### config.mk
export PLATFORM = sky130hd
export DESIGN_NAME = microwave_timer
export DESIGN_NICKNAME = d
export VERILOG_FILES = /design/src/rtl/microwave_timer_pkg.sv /design/src/rtl/microwave_timer_bcd_digit_dec.sv /design/src/rtl/microwave_timer.sv
export SDC_FILE = /design/constraint.sdc
export NUM_CORES = 1
export LEC_CHECK = 0
export ABC_CLOCK_PERIOD_IN_PS = 6800
export BUFFER_PORTS_ARGS = -buffer_cell sky130_fd_sc_hd__buf_4
export CORE_MARGIN = 4
export CORE_UTILIZATION = 64
export DETAILED_ROUTE_END_ITERATION = 6
export GPL_ROUTABILITY_DRIVEN = 0
export PLACE_DENSITY = 0.85
export SETUP_SLACK_MARGIN = 0.02
export SYNTH_ARGS = -nofsm -noshare
export SYNTH_HDL_FRONTEND = slang
export SYNTH_SLANG_ARGS = --single-unit
### constraint.sdc
create_clock -name i_clk -period 6.8 [get_ports i_clk]
set_input_delay 0.34 -clock i_clk [delete_from_list [all_inputs] [get_ports i_clk]]
set_output_delay 0.34 -clock i_clk [all_outputs]
set_load 0.02 [all_outputs]
### src/rtl/microwave_timer_pkg.sv
// Shared definitions for the microwave countdown timer: BCD widths, digit limits,
// the default tick divider and the derived operating states.
package microwave_timer_pkg;

  localparam int              BCD_W            = 4;
  localparam logic [BCD_W-1:0] SEC_TENS_MAX    = 4'd5;
  localparam logic [BCD_W-1:0] DIGIT_MAX       = 4'd9;
  localparam int              TICK_DIV_DEFAULT = 50_000_000;

  typedef enum logic [1:0] {
    ST_SETUP = 2'd0,
    ST_RUN   = 2'd1,
    ST_DONE  = 2'd2
  } tmr_state_e;

  function automatic logic is_bcd(input logic [BCD_W-1:0] d);
    return (d <= DIGIT_MAX);
  endfunction

  // Operating state is a pure function of mag_on and the zero decode.
  function automatic tmr_state_e state_of(input logic mag_on, input logic zero);
    tmr_state_e st;
    if (zero) begin
      st = ST_DONE;
    end else if (mag_on) begin
      st = ST_RUN;
    end else begin
      st = ST_SETUP;
    end
    return st;
  endfunction

endpackage

### src/rtl/microwave_timer_bcd_digit_dec.sv
// One BCD display digit: shift-load, decrement on borrow-in, reload and borrow-out
// when asked to decrement from zero.
module bcd_digit_dec
  import microwave_timer_pkg::*;
#(
  parameter logic [BCD_W-1:0] RELOAD = 4'd9
) (
  input  logic             i_clk,
  input  logic             i_rst,
  input  logic             i_clr,
  input  logic             i_dec,
  input  logic             i_load,
  input  logic [BCD_W-1:0] i_load_val,
  output logic [BCD_W-1:0] o_digit,
  output logic             o_borrow
);

  logic [BCD_W-1:0] r_digit;

  // Digit register: clear beats decrement beats load.
  always_ff @(posedge i_clk or posedge i_rst) begin
    if (i_rst) begin
      r_digit <= 4'd0;
    end else if (i_clr) begin
      r_digit <= 4'd0;
    end else if (i_dec) begin
      r_digit <= (r_digit == 4'd0) ? RELOAD : (r_digit - 4'd1);
    end else if (i_load) begin
      r_digit <= i_load_val;
    end else begin
      r_digit <= r_digit;
    end
  end

  assign o_digit  = r_digit;
  assign o_borrow = i_dec && (r_digit == 4'd0);

endmodule

### src/rtl/microwave_timer.sv
// MM:SS countdown timer: keypad shift-load while idle, one-second prescaled
// decrement while the magnetron runs, done decode and one-shot done pulse.
module microwave_timer
  import microwave_timer_pkg::*;
#(
  parameter int TICK_DIV = TICK_DIV_DEFAULT
) (
  input  logic             i_clk,
  input  logic             i_rst,
  input  logic             i_clearn,
  input  logic             i_mag_on,
  input  logic             i_key_valid,
  input  logic [BCD_W-1:0] i_key_digit,
  output logic [BCD_W-1:0] o_min_tens,
  output logic [BCD_W-1:0] o_min_ones,
  output logic [BCD_W-1:0] o_sec_tens,
  output logic [BCD_W-1:0] o_sec_ones,
  output logic             o_timer_done,
  output logic             o_done_pulse
);

  localparam int PW = (TICK_DIV > 1) ? $clog2(TICK_DIV) : 1;
  localparam logic [PW-1:0] PRESC_MAX = PW'(TICK_DIV - 1);

  logic [PW-1:0]    r_presc;
  logic             r_done_pulse;
  logic [BCD_W-1:0] w_digit    [4];
  logic [BCD_W-1:0] w_load_val [4];
  logic [4:0]       w_req;
  logic             w_zero;
  logic             w_tick;
  logic             w_last;
  logic             w_key_ok;
  logic             w_clr;
  logic             w_unused_borrow;
  tmr_state_e       w_state;

  assign w_clr    = !i_clearn;
  assign w_zero   = (w_digit[0] == 4'd0) && (w_digit[1] == 4'd0) &&
                    (w_digit[2] == 4'd0) && (w_digit[3] == 4'd0);
  assign w_state  = state_of(i_mag_on, w_zero);
  assign w_tick   = (w_state == ST_RUN) && (r_presc == PRESC_MAX);
  // Only a count of exactly 00:01 can step to 00:00.
  assign w_last   = w_tick && (w_digit[0] == 4'd1) && (w_digit[1] == 4'd0) &&
                    (w_digit[2] == 4'd0) && (w_digit[3] == 4'd0);
  assign w_key_ok = !i_mag_on && i_key_valid && is_bcd(i_key_digit);

  assign w_load_val[0] = i_key_digit;
  assign w_load_val[1] = w_digit[0];
  assign w_load_val[2] = w_digit[1];
  assign w_load_val[3] = w_digit[2];

  assign w_req[0]        = w_tick;
  assign w_unused_borrow = w_req[4];

  // Index 0 is sec_ones; borrows ripple upward.
  bcd_digit_dec #(.RELOAD(DIGIT_MAX)) u_sec_ones (
    .i_clk(i_clk), .i_rst(i_rst), .i_clr(w_clr), .i_dec(w_req[0]),
    .i_load(w_key_ok), .i_load_val(w_load_val[0]),
    .o_digit(w_digit[0]), .o_borrow(w_req[1])
  );

  bcd_digit_dec #(.RELOAD(SEC_TENS_MAX)) u_sec_tens (
    .i_clk(i_clk), .i_rst(i_rst), .i_clr(w_clr), .i_dec(w_req[1]),
    .i_load(w_key_ok), .i_load_val(w_load_val[1]),
    .o_digit(w_digit[1]), .o_borrow(w_req[2])
  );

  bcd_digit_dec #(.RELOAD(DIGIT_MAX)) u_min_ones (
    .i_clk(i_clk), .i_rst(i_rst), .i_clr(w_clr), .i_dec(w_req[2]),
    .i_load(w_key_ok), .i_load_val(w_load_val[2]),
    .o_digit(w_digit[2]), .o_borrow(w_req[3])
  );

  bcd_digit_dec #(.RELOAD(DIGIT_MAX)) u_min_tens (
    .i_clk(i_clk), .i_rst(i_rst), .i_clr(w_clr), .i_dec(w_req[3]),
    .i_load(w_key_ok), .i_load_val(w_load_val[3]),
    .o_digit(w_digit[3]), .o_borrow(w_req[4])
  );

  // Prescaler only runs in RUN, so a pause keeps the partial second.
  always_ff @(posedge i_clk or posedge i_rst) begin
    if (i_rst) begin
      r_presc <= '0;
    end else if (w_clr) begin
      r_presc <= '0;
    end else if (w_state == ST_RUN) begin
      r_presc <= (r_presc == PRESC_MAX) ? '0 : (r_presc + PW'(1));
    end else begin
      r_presc <= r_presc;
    end
  end

  always_ff @(posedge i_clk or posedge i_rst) begin
    if (i_rst) begin
      r_done_pulse <= 1'b0;
    end else if (w_clr) begin
      r_done_pulse <= 1'b0;
    end else begin
      r_done_pulse <= w_last;
    end
  end

  assign o_sec_ones   = w_digit[0];
  assign o_sec_tens   = w_digit[1];
  assign o_min_ones   = w_digit[2];
  assign o_min_tens   = w_digit[3];
  assign o_timer_done = w_zero;
  assign o_done_pulse = r_done_pulse;

endmodule
# Yosys cells after proc, flatten, opt, wreduce, memory -nomap -nowiden
# Cells that the tools add are included.
# classes
magnitude_cmp	1
mux	22
reduce_logical	18
n_addsub	5
eq_ne	8
# ops
op	count
two-way mux 26 bit	3
two-way mux 4 bit	16
adder 26 x 1 -> 26 bit, second input constant	1
== test 26 bit, second input constant	1
zero test 4 bit	4
subtractor 4 x 1 -> 4 bit, second input constant	4
logical AND 1 bit	13
inequality test 3 x 1 -> 1 bit, second input constant	4
== test 4 x 1 -> 1 bit, second input constant	1
less-or-equal comparator 4 bit, second input constant	1
== test 2 x 1 -> 1 bit, second input constant	1
two-way mux 1 bit	2
two-way mux 2 bit	1
inequality test 2 x 1 -> 1 bit, second input constant	1
zero test 1 bit	1
# totals
out_inout_bits	18
inputBits	9
elab_cells	60
register_bits	43

# Depth between registers and ports, before layout
# depth
word_depth	12
mapped_depth	8
depth_no_buf	6

# By module
# From an unflattened synthesis, not the netlist that was laid out.
# hier_totals
cells_unflattened	312
area_unflattened_um2	2792.7
# by_module_without_submodules
module	cells_each	instances	seq_area_each_um2	area_per_inst_um2
microwave_timer	203	1	675.6	1775.5
bcd_digit_dec (u_min_ones ...)	27	3	100.1	260.2
bcd_digit_dec (u_sec_tens)	28	1	100.1	236.5

# Least setup slack after synthesis
# No wires, ideal clock.
# synth_timing
path_kind	flip-flop to flip-flop
startpoint	reg u_min_tens.r_digit[0], in the netlist u_min_tens.o_digit[0]
endpoint	reg r_presc[16]
setup_ns	0.132
period_less_slack_ns	2.333
arrival_ns	2.201
required_ns	6.668
setup_slack_ns	4.467
path_buffers	2
path_stages_with_launch	8
cell_sequence	dfrtp_1 -> clkbuf_1 -> or4_1 -> o41ai_2 -> buf_2 -> a211oi_1 -> xnor2_1 -> nor2_1
# synth_via
elab_chain_cells	5
# synth_rtl
item	line	source
from (decl)	microwave_timer_bcd_digit_dec.sv:18	logic [BCD_W-1:0] r_digit;
from (signal assigned)	microwave_timer_bcd_digit_dec.sv:27	r_digit <= (r_digit == 4'd0) ? RELOAD : (r_digit - 4'd1);
from (signal assigned)	microwave_timer_bcd_digit_dec.sv:29	r_digit <= i_load_val;
from (signal assigned)	microwave_timer_bcd_digit_dec.sv:31	r_digit <= r_digit;
zero test 4 bit	microwave_timer.sv:40	(w_digit[2] == 4'd0) && (w_digit[3] == 4'd0);
logical AND 1 bit	microwave_timer.sv:40	
two-way mux 2 bit	microwave_timer_pkg.sv:23	if (zero) begin
== test 2 x 1 -> 1 bit	microwave_timer.sv:87	end else if (w_state == ST_RUN) begin
inequality test 2 x 1 -> 1 bit (no source line)	--	
to (signal assigned)	microwave_timer.sv:88	r_presc <= (r_presc == PRESC_MAX) ? '0 : (r_presc + PW'(1));
to (signal assigned)	microwave_timer.sv:90	r_presc <= r_presc;
to (decl)	microwave_timer.sv:25	logic [PW-1:0] r_presc;
# No other way between the ends.
# A chain may end at the register's enable or synchronous reset.

# Final worst setup path
# layout_timing
startpoint	reg u_min_ones.r_digit[0], in the netlist u_min_ones.o_digit[0]
endpoint	reg r_presc[21]
# layout_via
elab_chain_cells	6
# layout_rtl
item	line	source
from (decl)	microwave_timer_bcd_digit_dec.sv:18	
from (signal assigned)	microwave_timer_bcd_digit_dec.sv:27	
from (signal assigned)	microwave_timer_bcd_digit_dec.sv:29	
from (signal assigned)	microwave_timer_bcd_digit_dec.sv:31	
zero test 4 bit	microwave_timer.sv:40	
logical AND 1 bit	microwave_timer.sv:39	assign w_zero = (w_digit[0] == 4'd0) && (w_digit[1] == 4'd0) &&
logical AND 1 bit	microwave_timer.sv:40	
two-way mux 2 bit	microwave_timer_pkg.sv:23	
== test 2 x 1 -> 1 bit	microwave_timer.sv:87	
inequality test 2 x 1 -> 1 bit (no source line)	--	
# No other way between the ends.

==> results.sh <==
export IMPL_status="finished clean"
export IMPL_via_per_inst=6.80
export IMPL_grt_max_degree=44
export IMPL_regToRegSetupSlack_ns=4.13
export IMPL_synth_enable_flop_cells=0
export IMPL_core_um2=4060
export IMPL_fin_worst_skew_ns=0.00553
export IMPL_io_pins=27
export IMPL_post_dp_hpwl_um=4600
export IMPL_arrival_ns=2.89
export IMPL_drc=0
export IMPL_post_route_min_period_ns=2.67
export IMPL_synth_top_family_by_area="simple AND/OR/NAND/NOR gates"
export IMPL_grt_util_all_layers_pct=27.3
export IMPL_dieArea_um2=5340
export IMPL_ys_seq_area_share_pct=39.7
export IMPL_max_freq_mhz=374
export IMPL_slowest_stage="nor4_1"
export IMPL_synth_cell_types=53
export IMPL_stdcell_count=383
export IMPL_vias=2603
export IMPL_dr_pass1_iters=5
export IMPL_tns_ns=0
export IMPL_leakagePower_uw=0.00123
export IMPL_synth_compound_area_share_pct=20.5
export IMPL_max_cap_violations=0
export IMPL_antenna_found_initial=0
export IMPL_crit_chain="nor4_1 > a41oi_2 > nand3_1 > nand2_1 > a21oi_1"
export IMPL_crit_required_ns=7.02
export IMPL_finalCritPeriodShare_pct=39.3
export IMPL_r2r_end="r_presc[21]"
export IMPL_clk_path_buf_depth=2
export IMPL_rr_worst_depth=5
export IMPL_synthSimpleGateAreaFrac_pct=27.5
export IMPL_crit_path_max_fanout=14
export IMPL_ys_ff_latch=43
export IMPL_powerDensity_nw_per_um2=187
export IMPL_critPathCaptureType="flop"
export IMPL_cts_setup_buffers=0
export IMPL_cts_resized=0
export IMPL_max_slew_margin_rel_pct=44.3
export IMPL_placed_area_um2=2900
export IMPL_wl_per_cell_um=18.2
export IMPL_die_x_um=73.1
export IMPL_crit_path_end="r_presc[21]"
export IMPL_startpoint_type="flop"
export IMPL_synthMuxAreaShare_pct=2.77
export IMPL_crit_start="u_min_ones.o_digit[0]"
export IMPL_ys_flop_type="dfrtp_1"
export IMPL_ant_nets=0
export IMPL_die_h_um=73.1
export IMPL_cts_sinks=43
export IMPL_drv_slew=0
export IMPL_clkTransAtPathRegs_ns=0.08
export IMPL_vdd_drop_max_v=0.000117
export IMPL_num_rows=23
export IMPL_ys_warnings_count=0
export IMPL_yosys_top_cells_area="dfrtp_1 40%, nand3_1 4.4%, o21ai_0 4.1%"
export IMPL_critPathKind="flop to flop"
export IMPL_grt_pass1_wl_um=11600
export IMPL_cts_root_buf="clkbuf_8"
export IMPL_synthXorXnorAreaFrac_pct=4.53
export IMPL_synth_largest_area_cell="dfrtp_1"
export IMPL_wl_um=6950
export IMPL_synthCells=320
export IMPL_netlist_area_leader_share_pct=39.7
export IMPL_tightestPinTransition_ns=0.827
export IMPL_grt_overflow=0
export IMPL_cts_tree="yes"
export IMPL_dp_cells=375
export IMPL_clk_latency_ns=0.30
export IMPL_yosysMostFrequentCell="dfrtp_1"
export IMPL_slowest_delay_ns=0.77
export IMPL_fillers=317
export IMPL_h_tree_depth=2
export IMPL_synth_area_um2=2710
export IMPL_syn_to_final_growth_pct=12.1
export IMPL_synth_nets=330
export IMPL_grt_pass1_vias=2442
export IMPL_synthArstFlopShare_pct=100
export IMPL_setup_violations=0
export IMPL_cts_made_buffers=5
export IMPL_final_nets=342
export IMPL_drt_iter0_drc=285
export IMPL_cts_hold_buf=0
export IMPL_r2r_start="u_min_ones.o_digit[0]"
export IMPL_drive_gt1_share_pct=14.1
export IMPL_antenna_cells=0
export IMPL_avgSynthCellArea_um2=8.47
export IMPL_port_buffers=26
export IMPL_initial_core_util_pct=66.8
export IMPL_synth_common_cells="43 x dfrtp_1, 27 x nor2_1, 25 x nand2_1"
export IMPL_synthAdderAreaFrac_pct=0.462
export IMPL_hold_viol_final=0
export IMPL_rsz0062_at_grt="no"
export IMPL_fin_util_pct=74.8
export IMPL_design_area_um2=3040
export IMPL_hp_class="input port to asynchronous set/reset pin"
[cell families after synthesis]
family	after synthesis
AOI/OAI and AO/OA	84
xor gates and xnor gates	14
adders and majority gates	1
buffers and inverters	32
DFF	43
muxes	7
and+or+nand+nor	139
[worst max-delay path: cells and delay by family, from the launching register on]
family          cells  cell delay, ns
simple gates        3            1.42
compound gates      2            0.67
flops               1            0.49
[worst min-delay path by stage]
stage / depth (start not counted) / endpoint / start
finish: 3 / r_presc[12] / i_rst
global route: 3 / r_presc[12] / i_rst
CTS: 3 / r_presc[12] / i_rst
detailed placement: 3 / r_presc[12] / i_rst
global placement: 3 / u_min_tens.o_digit[0] / i_rst
floorplan: 2 / u_sec_ones.o_digit[0] / i_key_digit[0]
[metrics by stage]
| stage | total power (µW) | setup slack (ns) | hold WS (ns) |
|---|---|---|---|
| floorplan | 309 | 4.47 | 0.471 |
| global placement | 330 | 4.38 | 0.507 |
| detailed placement | 331 | 4.24 | 0.517 |
| CTS | 568 | 4.20 | 0.192 |
| global route | 584 | 3.93 | 0.210 |
| finish | 568 | 4.13 | 0.162 |
[cell type report]
class | instances | area [µm²] | share of cell area [%]
sequential | 43 | 1080 | 35.4
clock inverter | 2 | 60.1 | 1.98
timing repair buffer | 28 | 210 | 6.92
multi-input combinational | 245 | 1520 | 50.1
inverter | 9 | 33.8 | 1.11
clock buffer | 6 | 72.6 | 2.39
tap | 50 | 62.6 | 2.06
[registers in the layout, summed over array words and instances (netlist names)]
register            count
u_min_tens.o_digit      4
r_presc                26
o_done_pulse            1
u_sec_tens.o_digit      4
u_sec_ones.o_digit      4
u_min_ones.o_digit      4
[power by group]
group          switching [µW]  internal (µW)  leakage, µW
clock network            93.5            147    0.0000654
logic                    43.9           20.5     0.000561
registers                5.31            258     0.000598
total                     143            426      0.00123
[cells in the final DEF, fill, tap and decap left out, drive strengths merged, types with 3 or more instances in the layout]
cell	Yosys	routed
a21oi	21	21
xnor2	10	10
o21a	3	3
nor2	27	27
or3	4	4
o21ai	24	24
a21o	4	4
dfrtp	43	43
nand3	24	24
clkbuf	21	6
mux2i	3	3
mux2	4	4
nand2	25	25
nor3	11	11
or4	10	10
and3	4	4
and4	4	4
a211oi	5	5
nor4	10	10
buf	2	28
inv	9	8
xor2	4	4
o22ai	5	5
nand4	12	12
[per-layer routing]
| layer | GRT usage, % | routed length, µm | part of all wire [%] |
|---|---|---|---|
| met2 | 43.4 | 3230 | 46 |
| met3 | 5.51 | 552 | 7.9 |
| met4 | 7.58 | 76 | 1.1 |
| met5 | 0 | 0 | 0 |
| met1 | 37.7 | 3100 | 45 |
Power figures use the tool's default switching activity.
